==> config.mk <==
export PLATFORM = sky130hd
export DESIGN_NAME = clk_en_sequencer
export DESIGN_NICKNAME = d
export VERILOG_FILES = /design/src/rtl/clk_en_sequencer.sv
export SDC_FILE = /design/constraint.sdc
export NUM_CORES = 1
export LEC_CHECK = 0
export BUFFER_PORTS_ARGS = -buffer_cell sky130_fd_sc_hd__clkbuf_2
export CORE_AREA = 3 3 43 45
export CTS_CLUSTER_DIAMETER = 60
export DETAILED_ROUTE_END_ITERATION = 10
export DIE_AREA = 0 0 46 48
export HOLD_SLACK_MARGIN = 0.03
export PLACE_DENSITY = 0.77
export REMOVE_ABC_BUFFERS = 1
export SYNTH_ARGS = -nofsm -noshare
export SYNTH_HDL_FRONTEND = slang
export SYNTH_SLANG_ARGS = --single-unit
==> constraint.sdc <==
create_clock -name clk_ppu -period 3.09 [get_ports clk_ppu]
set_input_delay 0.4635 -clock clk_ppu [delete_from_list [all_inputs] [get_ports clk_ppu]]
set_output_delay 0.4635 -clock clk_ppu [all_outputs]
set_load 0.005 [all_outputs]
==> src/rtl/clk_en_sequencer.sv <==
// PPU/CPU clock-resource controller: lock-gated reset sequencing, divide-by-CPU_DIV
// CPU enable with M2 level, and debugger pause / single-step of the CPU enable.
module clk_en_sequencer #(
  parameter int CPU_DIV          = 3,
  parameter int LOCK_SYNC_STAGES = 2,
  parameter int PPU_RST_CYCLES   = 16,
  parameter int CPU_RST_CYCLES   = 8
) (
  input  logic       clk_ppu,
  input  logic       rst_ppu_n,
  input  logic       locked,
  input  logic       pause_req,
  input  logic       step_req,
  output logic       rst_ppu,
  output logic       rst_cpu,
  output logic       cpu_en,
  output logic [1:0] cpu_phase,
  output logic       m2,
  output logic       paused,
  output logic [2:0] seq_state
);

  localparam int CNT_MAX = (PPU_RST_CYCLES > CPU_RST_CYCLES) ? PPU_RST_CYCLES : CPU_RST_CYCLES;
  localparam int CNT_W   = $clog2(CNT_MAX + 1);

  localparam logic [1:0]       PH_LAST  = 2'(CPU_DIV - 1);
  localparam logic [CNT_W-1:0] PPU_LAST = CNT_W'(PPU_RST_CYCLES - 1);
  localparam logic [CNT_W-1:0] CPU_LAST = CNT_W'(CPU_RST_CYCLES - 1);

  typedef enum logic [2:0] {
    S_WAIT_LOCK = 3'd0,
    S_PPU_RST   = 3'd1,
    S_CPU_RST   = 3'd2,
    S_RUN       = 3'd3,
    S_PAUSED    = 3'd4,
    S_STEP      = 3'd5
  } state_t;

  state_t                      r_state;
  state_t                      w_state_nxt;
  logic [LOCK_SYNC_STAGES-1:0] r_lock_sync;
  logic [1:0]                  r_phase;
  logic [1:0]                  w_phase_nxt;
  logic [1:0]                  w_phase_inc;
  logic [CNT_W-1:0]            r_cnt;
  logic [CNT_W-1:0]            w_cnt_nxt;
  logic                        w_locked_s;
  logic                        w_counting;
  logic                        w_cpu_en;

  assign w_locked_s  = r_lock_sync[LOCK_SYNC_STAGES-1];
  assign w_phase_inc = (r_phase == PH_LAST) ? '0 : r_phase + 2'd1;
  assign w_counting  = (r_state == S_CPU_RST) || (r_state == S_RUN) || (r_state == S_STEP);
  assign w_cpu_en    = w_counting && (r_phase == PH_LAST);

  always_ff @(posedge clk_ppu or negedge rst_ppu_n) begin
    if (!rst_ppu_n) begin
      r_lock_sync <= '0;
      r_state     <= S_WAIT_LOCK;
      r_phase     <= '0;
      r_cnt       <= '0;
    end else begin
      r_lock_sync <= {r_lock_sync[LOCK_SYNC_STAGES-2:0], locked};
      r_state     <= w_state_nxt;
      r_phase     <= w_phase_nxt;
      r_cnt       <= w_cnt_nxt;
    end
  end

  always_comb begin
    w_state_nxt = r_state;
    w_phase_nxt = '0;
    w_cnt_nxt   = '0;
    case (r_state)
      S_WAIT_LOCK: begin
        if (w_locked_s) w_state_nxt = S_PPU_RST;
      end
      S_PPU_RST: begin
        if (r_cnt == PPU_LAST) w_state_nxt = S_CPU_RST;
        else                   w_cnt_nxt   = r_cnt + CNT_W'(1);
      end
      S_CPU_RST: begin
        w_phase_nxt = w_phase_inc;
        w_cnt_nxt   = r_cnt;
        if (w_cpu_en) begin
          if (r_cnt == CPU_LAST) begin
            w_state_nxt = S_RUN;
            w_cnt_nxt   = '0;
          end else begin
            w_cnt_nxt   = r_cnt + CNT_W'(1);
          end
        end
      end
      S_RUN: begin
        w_phase_nxt = w_phase_inc;
        if (w_cpu_en && pause_req) w_state_nxt = S_PAUSED;
      end
      S_PAUSED: begin
        if (!pause_req)    w_state_nxt = S_RUN;
        else if (step_req) w_state_nxt = S_STEP;
      end
      S_STEP: begin
        w_phase_nxt = w_phase_inc;
        if (w_cpu_en) w_state_nxt = pause_req ? S_PAUSED : S_RUN;
      end
      default: w_state_nxt = S_WAIT_LOCK;
    endcase
    // Lock loss overrides every transition above and clears all counters.
    if ((r_state != S_WAIT_LOCK) && !w_locked_s) begin
      w_state_nxt = S_WAIT_LOCK;
      w_phase_nxt = '0;
      w_cnt_nxt   = '0;
    end
  end

  always_comb begin
    rst_ppu   = !((r_state == S_CPU_RST) || (r_state == S_RUN) ||
                  (r_state == S_PAUSED)  || (r_state == S_STEP));
    rst_cpu   = !((r_state == S_RUN) || (r_state == S_PAUSED) || (r_state == S_STEP));
    cpu_en    = w_cpu_en;
    cpu_phase = r_phase;
    m2        = w_counting && (r_phase != 2'd0);
    paused    = (r_state == S_PAUSED);
    seq_state = r_state;
  end

endmodule

-- Yosys cells after proc, flatten, opt, wreduce, memory -nomap -nowiden
Index checks and enable logic that the tools add are counted.
- flip-flop bits (word level): 12
- word-level logic and storage cells: 58
- output and inout bits: 10
- input port bits: 5
- mux-type cells: 19
- eq/ne operators: 15
- $add $sub $neg: 2
- reductions and logical operators: 18
- operators by type and width (kind ; count):
    $mux W3 ; 10
    $mux W5 ; 4
    $pmux W3 S6 ; 1
    $ne A3 B3 Y1 const B ; 4
    $pmux W5 S2 ; 1
    $reduce_and A7 Y1 ; 1
    $eq A3 B2 Y1 const B ; 2
    $eq A3 B3 Y1 const B ; 2
    $logic_or A1 B1 Y1 ; 6
    $mux W2 ; 3
    $add A5 B1 Y5 const B ; 1
    $eq A5 B3 Y1 const B ; 1
    $eq A5 B4 Y1 const B ; 1
    $logic_and A1 B1 Y1 ; 4
    $ne A4 B3 Y1 const B ; 1
    $eq A3 B1 Y1 const B ; 1
    $logic_not A1 Y1 ; 3
    $logic_not A3 Y1 ; 1
    $ne A3 B1 Y1 const B ; 1
    $ne A3 B2 Y1 const B ; 1
    $reduce_bool A3 Y1 ; 1
    $reduce_or A3 Y1 ; 1
    $add A2 B1 Y2 const B ; 1
    $eq A2 B2 Y1 const B ; 1
    $reduce_bool A2 Y1 ; 1

-- Logic depth before layout (Yosys ltp)
- depth after elaboration: 8
- depth in mapped cells: 8
- gate-level depth less buffers: 8

-- Worst setup path before layout
No wires, ideal clock.
- path type: register to register
- from: register r_state[2] (netlist: seq_state[2])
- to: register r_cnt[3]
- data arrival time: 1.735 ns
- buffers on the path: 1
- slack: 1.234 ns
- data required time: 2.968 ns
- clock period less this slack: 1.856 ns
- cell stages (with the launch flop): 8
- path through: dfrtp_1 -> buf_2 -> inv_1 -> ha_1 -> and3b_2 -> nor3b_4 -> o21ai_1 -> a32o_1
- cells in the longest elaborated chain, start to end: 5
- RTL lines (item ; line ; RTL):
    from (decl) ; 39 ; state_t r_state;
    from (signal assigned) ; 64 ; r_state <= w_state_nxt;
    $eq A3 B2 Y1 (on tied branches) ; 53, 74 ;
    $logic_or A1 B1 Y1 (2 in series) ; 53 ; assign w_counting = (r_state == S_CPU_RST) || (r_state == S_RUN) || (r_state == S_STEP);
    $logic_and A1 B1 Y1 ; 54 ; assign w_cpu_en = w_counting && (r_phase == PH_LAST);
    $ne A3 B2 Y1 (no line) ; - ;
    to (signal assigned) ; 66 ; r_cnt <= w_cnt_nxt;
    to (decl) ; 45 ; logic [CNT_W-1:0] r_cnt;
Several ways; a longest one is shown, not always the timed one.
A chain may end at the register's enable or synchronous reset.

-- Worst setup path after layout
- from: register r_state[2] (netlist: seq_state[2])
- to: output port m2
- cells in the longest elaborated chain, start to end: 4
- RTL lines (item ; line ; RTL):
    $eq A3 B2 Y1 ; 53 ;
    $logic_or A1 B1 Y1 ; 53 ;
    $logic_or A1 B1 Y1 * ; 53 ;
    $logic_and A1 B1 Y1 * ; 122 ; m2 = w_counting && (r_phase != 2'd0);
    to (decl) ; 18 ; output logic m2,
Every way passes the cells marked *; elsewhere a longest branch is shown, timed or not.

==> metrics.md <==
| Metric | Value |
|---|---|
| Status | complete, no violations |
| Worst slew pin tran | 0.4362 ns |
| Drt pass-1 iters | 4 |
| CTS tree | built |
| Met1 usage | 0.2648 |
| Gr busiest metal | met2 |
| Worst path max stage delay | 0.62 ns |
| IO Port Bufs | 14 |
| Synth Register Bits | 12 |
| Tot GR Track Use | 0.1815 |
| Reg-to-reg endpoint | r_cnt[3] |
| Non-Filler Instances | 121 |
| Final clock skew | 0.003754 ns |
| Routability cong. | 0.8700 |
| Seq pwr share | 0.382 |
| Xor and xnor area share after synthesis | 0.01048 |
| Avg Inst Size Synth | ~9.4 µm² |
| Critical Path Sink Type | primary output |
| Internal reg-to-reg setup slack | 1.02 ns |
| Max-cap viol count | 0 |
| Hold WS | 0.06246 ns |
| Synth Instances | 89 |
| TNS Setup | 0 ns |
| Post-route ant nets | 0 |
| Largest net degree at the start of global routing | 16 |
| Chip width | about 46 µm |
| IO Pins | 15 |
| CTS buffer count | 3 |
| Post-DP HPWL | between 1 and 1.5 mm |
| Largest family of logic cells by synthesized area | compound AO/OA/AOI/OAI gates |
| Post-CTS sizing | 0 |
| Post-Syn Area | 835.8 µm² |
| Placed Area | 913.4 µm² |
| Unrepaired setup endpoints after global routing | false |
| CTS H-tree lvls | 1 |
| Clk Latency, worst-skew pair | 0.27 ns |
| Slowest CP cell | dfrtp_1 |
| Placed cells | approximately 120 |
| Leakage | ~0.45 nW |
| Clk pwr share | 0.203 |
| Initial Util | 0.5548 |
| Hold Path Class | in -> async |
| Max_slew headroom | 0.7072 |
| Num Clock Sinks | 12 |
| Final Instance Area | 949.7 µm² |
| Worst reg2reg path startpoint | seq_state[2] |
| Distinct cell type count after synthesis | 39 |
| Vias in the first global route | 685 |
| Grt met2 use | 0.2747 |
| Drt drc | 0 |
| Routed WL | approximately 1.8 mm |
| Ratio of cells with drive above 1 in the final layout | 0.2286 |
| Total grt overflow | 0 |
| Most frequent cells in the layout | 14 x clkbuf_2, 12 x dfrtp_1, 8 x inv_1 |
| Most common cell after layout, fill and taps aside | clkbuf_2 |
| Wire per inst | 14.93 µm |
| Fmax | 479.4 MHz |
| NetSw | 263.8 µW |
| Largest cells by area after synthesis | dfrtp_1 36%, ha_1 7.5%, inv_1 3.6% |
| Biggest area consumer among synthesized cells | dfrtp_1 |
| Die area | ~2200 µm² |
| DR vias/cell | 6.165 |
| Area Overhead vs Synth | 13.62% |
| Setup Viol. Count Final | 0 |
| Final max-slew violation count | 0 |
| Die H | ~48 µm |
| Register area share after synthesis | 0.3593 |
| Final Worst Setup Slack | roughly 1 ns |
| Endpoints failing hold | 0 |
| Core area | 1506 µm² |
| Initial antenna violation count | 0 |
| Tmin final | 2.086 ns |
| Period Utilization, post-route | 0.6750 |
| Crit path max fanout | 15 |
| Pwr/cell area | 669.4 nW/µm² |
| Share of power burned in combinational logic | 0.415 |
| Mux contribution to synthesized area | 0.01198 |
| Worst EP arrival | 1.62 ns |
| Synth Area in Compound Gates | 0.2605 |
| Yosys warns | 0 |
| R2R depth | 6 |
| Root Buffer | clkbuf_4 |
| Pre-CTS setup slack | 1.063 ns |
| Site Rows | 14 |
| Initial DRC count | 18 |
| Layout Nets | approximately 120 |
| CTS Hold Buffers Added | 0 |
| Simple-gate area share of the yosys netlist | 0.2320 |
| Critical path type | reg -> out |
| Vias | 746 |
| Sw frac | 0.4150 |
| Post-Synth Adder-Cell Area | 0.07485 |
| Pint | 371.9 µW |
| Maximum vdd ir drop | 0.4168 mV |
| Worst-path cell chain | inv_1 -> ha_1 -> a21oi_1 -> nor2_1 -> clkbuf_2 |
| Clock Tree Buf Depth | 2 |
| CP Launch Type | flop |
| CP Data Required Time | 2.63 ns |
| Postcts setup bufs | 0 |
| Met3 usage | 0.02256 |
| ANT cells | 0 |
| First-pass GRT wire length | 2.932 mm |
| Clock transition at path regs | approximately 0.09 ns |
| Top cell type's share of synthesized area | 0.3593 |
-- logic make-up (layout without fill, tap and decap cells) --
group	count (synthesis)	in the layout
AND/OR/NAND/NOR	31	31
AO/OA/AOI/OAI	29	29
flip-flops	12	12
buffers and inverters	10	26
adder cells (fa/ha/maj)	5	5
XOR/XNOR	1	1
multiplexers	1	1
-- cells in the mapped netlist (all sizes together) --
cell	n
dfrtp	12
inv	8
o21ai	7
a21oi	5
ha	5
nand2	5
nor2	5
nand3	4
and3	3
nand2b	3
o31ai	3
a211oi	2
a32o	2
buf	2
nor2b	2
nor3b	2
o211ai	2
a211o	1
a22oi	1
a311oi	1
a32oi	1
and2b	1
and3b	1
and4bb	1
mux2i	1
nand3b	1
nor3	1
o211a	1
o21bai	1
o22ai	1
o41ai	1
or2	1
or3b	1
xnor2	1
-- sequential cells by signal, summed over array words and instances (netlist names) --
signal / count
r_cnt: 5
cpu_phase: 2
r_lock_sync: 2
seq_state: 3
-- critical path, delay by kind of cell (launching register included) --
| family | cells | cell delay (ns) |
|---|---|---|
| simple gates | 1 | 0.07 |
| buf+inv | 2 | 0.25 |
| fa+ha+maj | 1 | 0.24 |
| compound gates | 1 | 0.17 |
| flops | 1 | 0.62 |
-- how the worst max path moves through the flow --
stage / from / end / slack (ns)
after CTS: seq_state[2] / m2 / 1.01
after detailed placement: seq_state[2] / r_cnt[3] / 1.06
after floorplan: seq_state[2] / r_cnt[3] / 1.25
after global placement: seq_state[2] / r_cnt[3] / 1.14
final: seq_state[2] / m2 / 1.00
after global routing: seq_state[0] / cpu_en / 0.83
-- layer usage --
metal / vias to the layer above / share of wire / wire [µm]
met5: - / 0 / 0
met4: 0 / 0.014 / 26
met3: 4 / 0.038 / 68
met2: 19 / 0.46 / 838
met1: 358 / 0.48 / 874
li1: 365 / - / -
-- through the flow --
step	utilization	power, mW
floorplan	-	0.4158
global placement	0.6063	0.5029
detailed placement	0.6063	0.5067
CTS	0.6304	0.6368
global route	0.6304	0.6877
finish	0.6304	0.6357
-- power groups by stage --
stage | combinational, mW | clock, mW | sequential, mW
after floorplan | 0.182 | 0 | 0.233
after global placement | 0.258 | 0 | 0.245
after detailed placement | 0.261 | 0 | 0.246
after CTS | 0.263 | 0.131 | 0.242
after global routing | 0.298 | 0.138 | 0.252
final | 0.264 | 0.129 | 0.243
-- area by class of cell --
type                            count  area [µm²]
Inverter                            8       30.03
Fill cell                         135       556.8
Timing Repair Buffer               14       70.07
Tap cell                           16       20.02
Multi-Input combinational cell     67       493.0
Clock buffer                        4       36.28
Sequential cell                    12       300.3
Note: power is estimated with default switching activity, not from simulation.
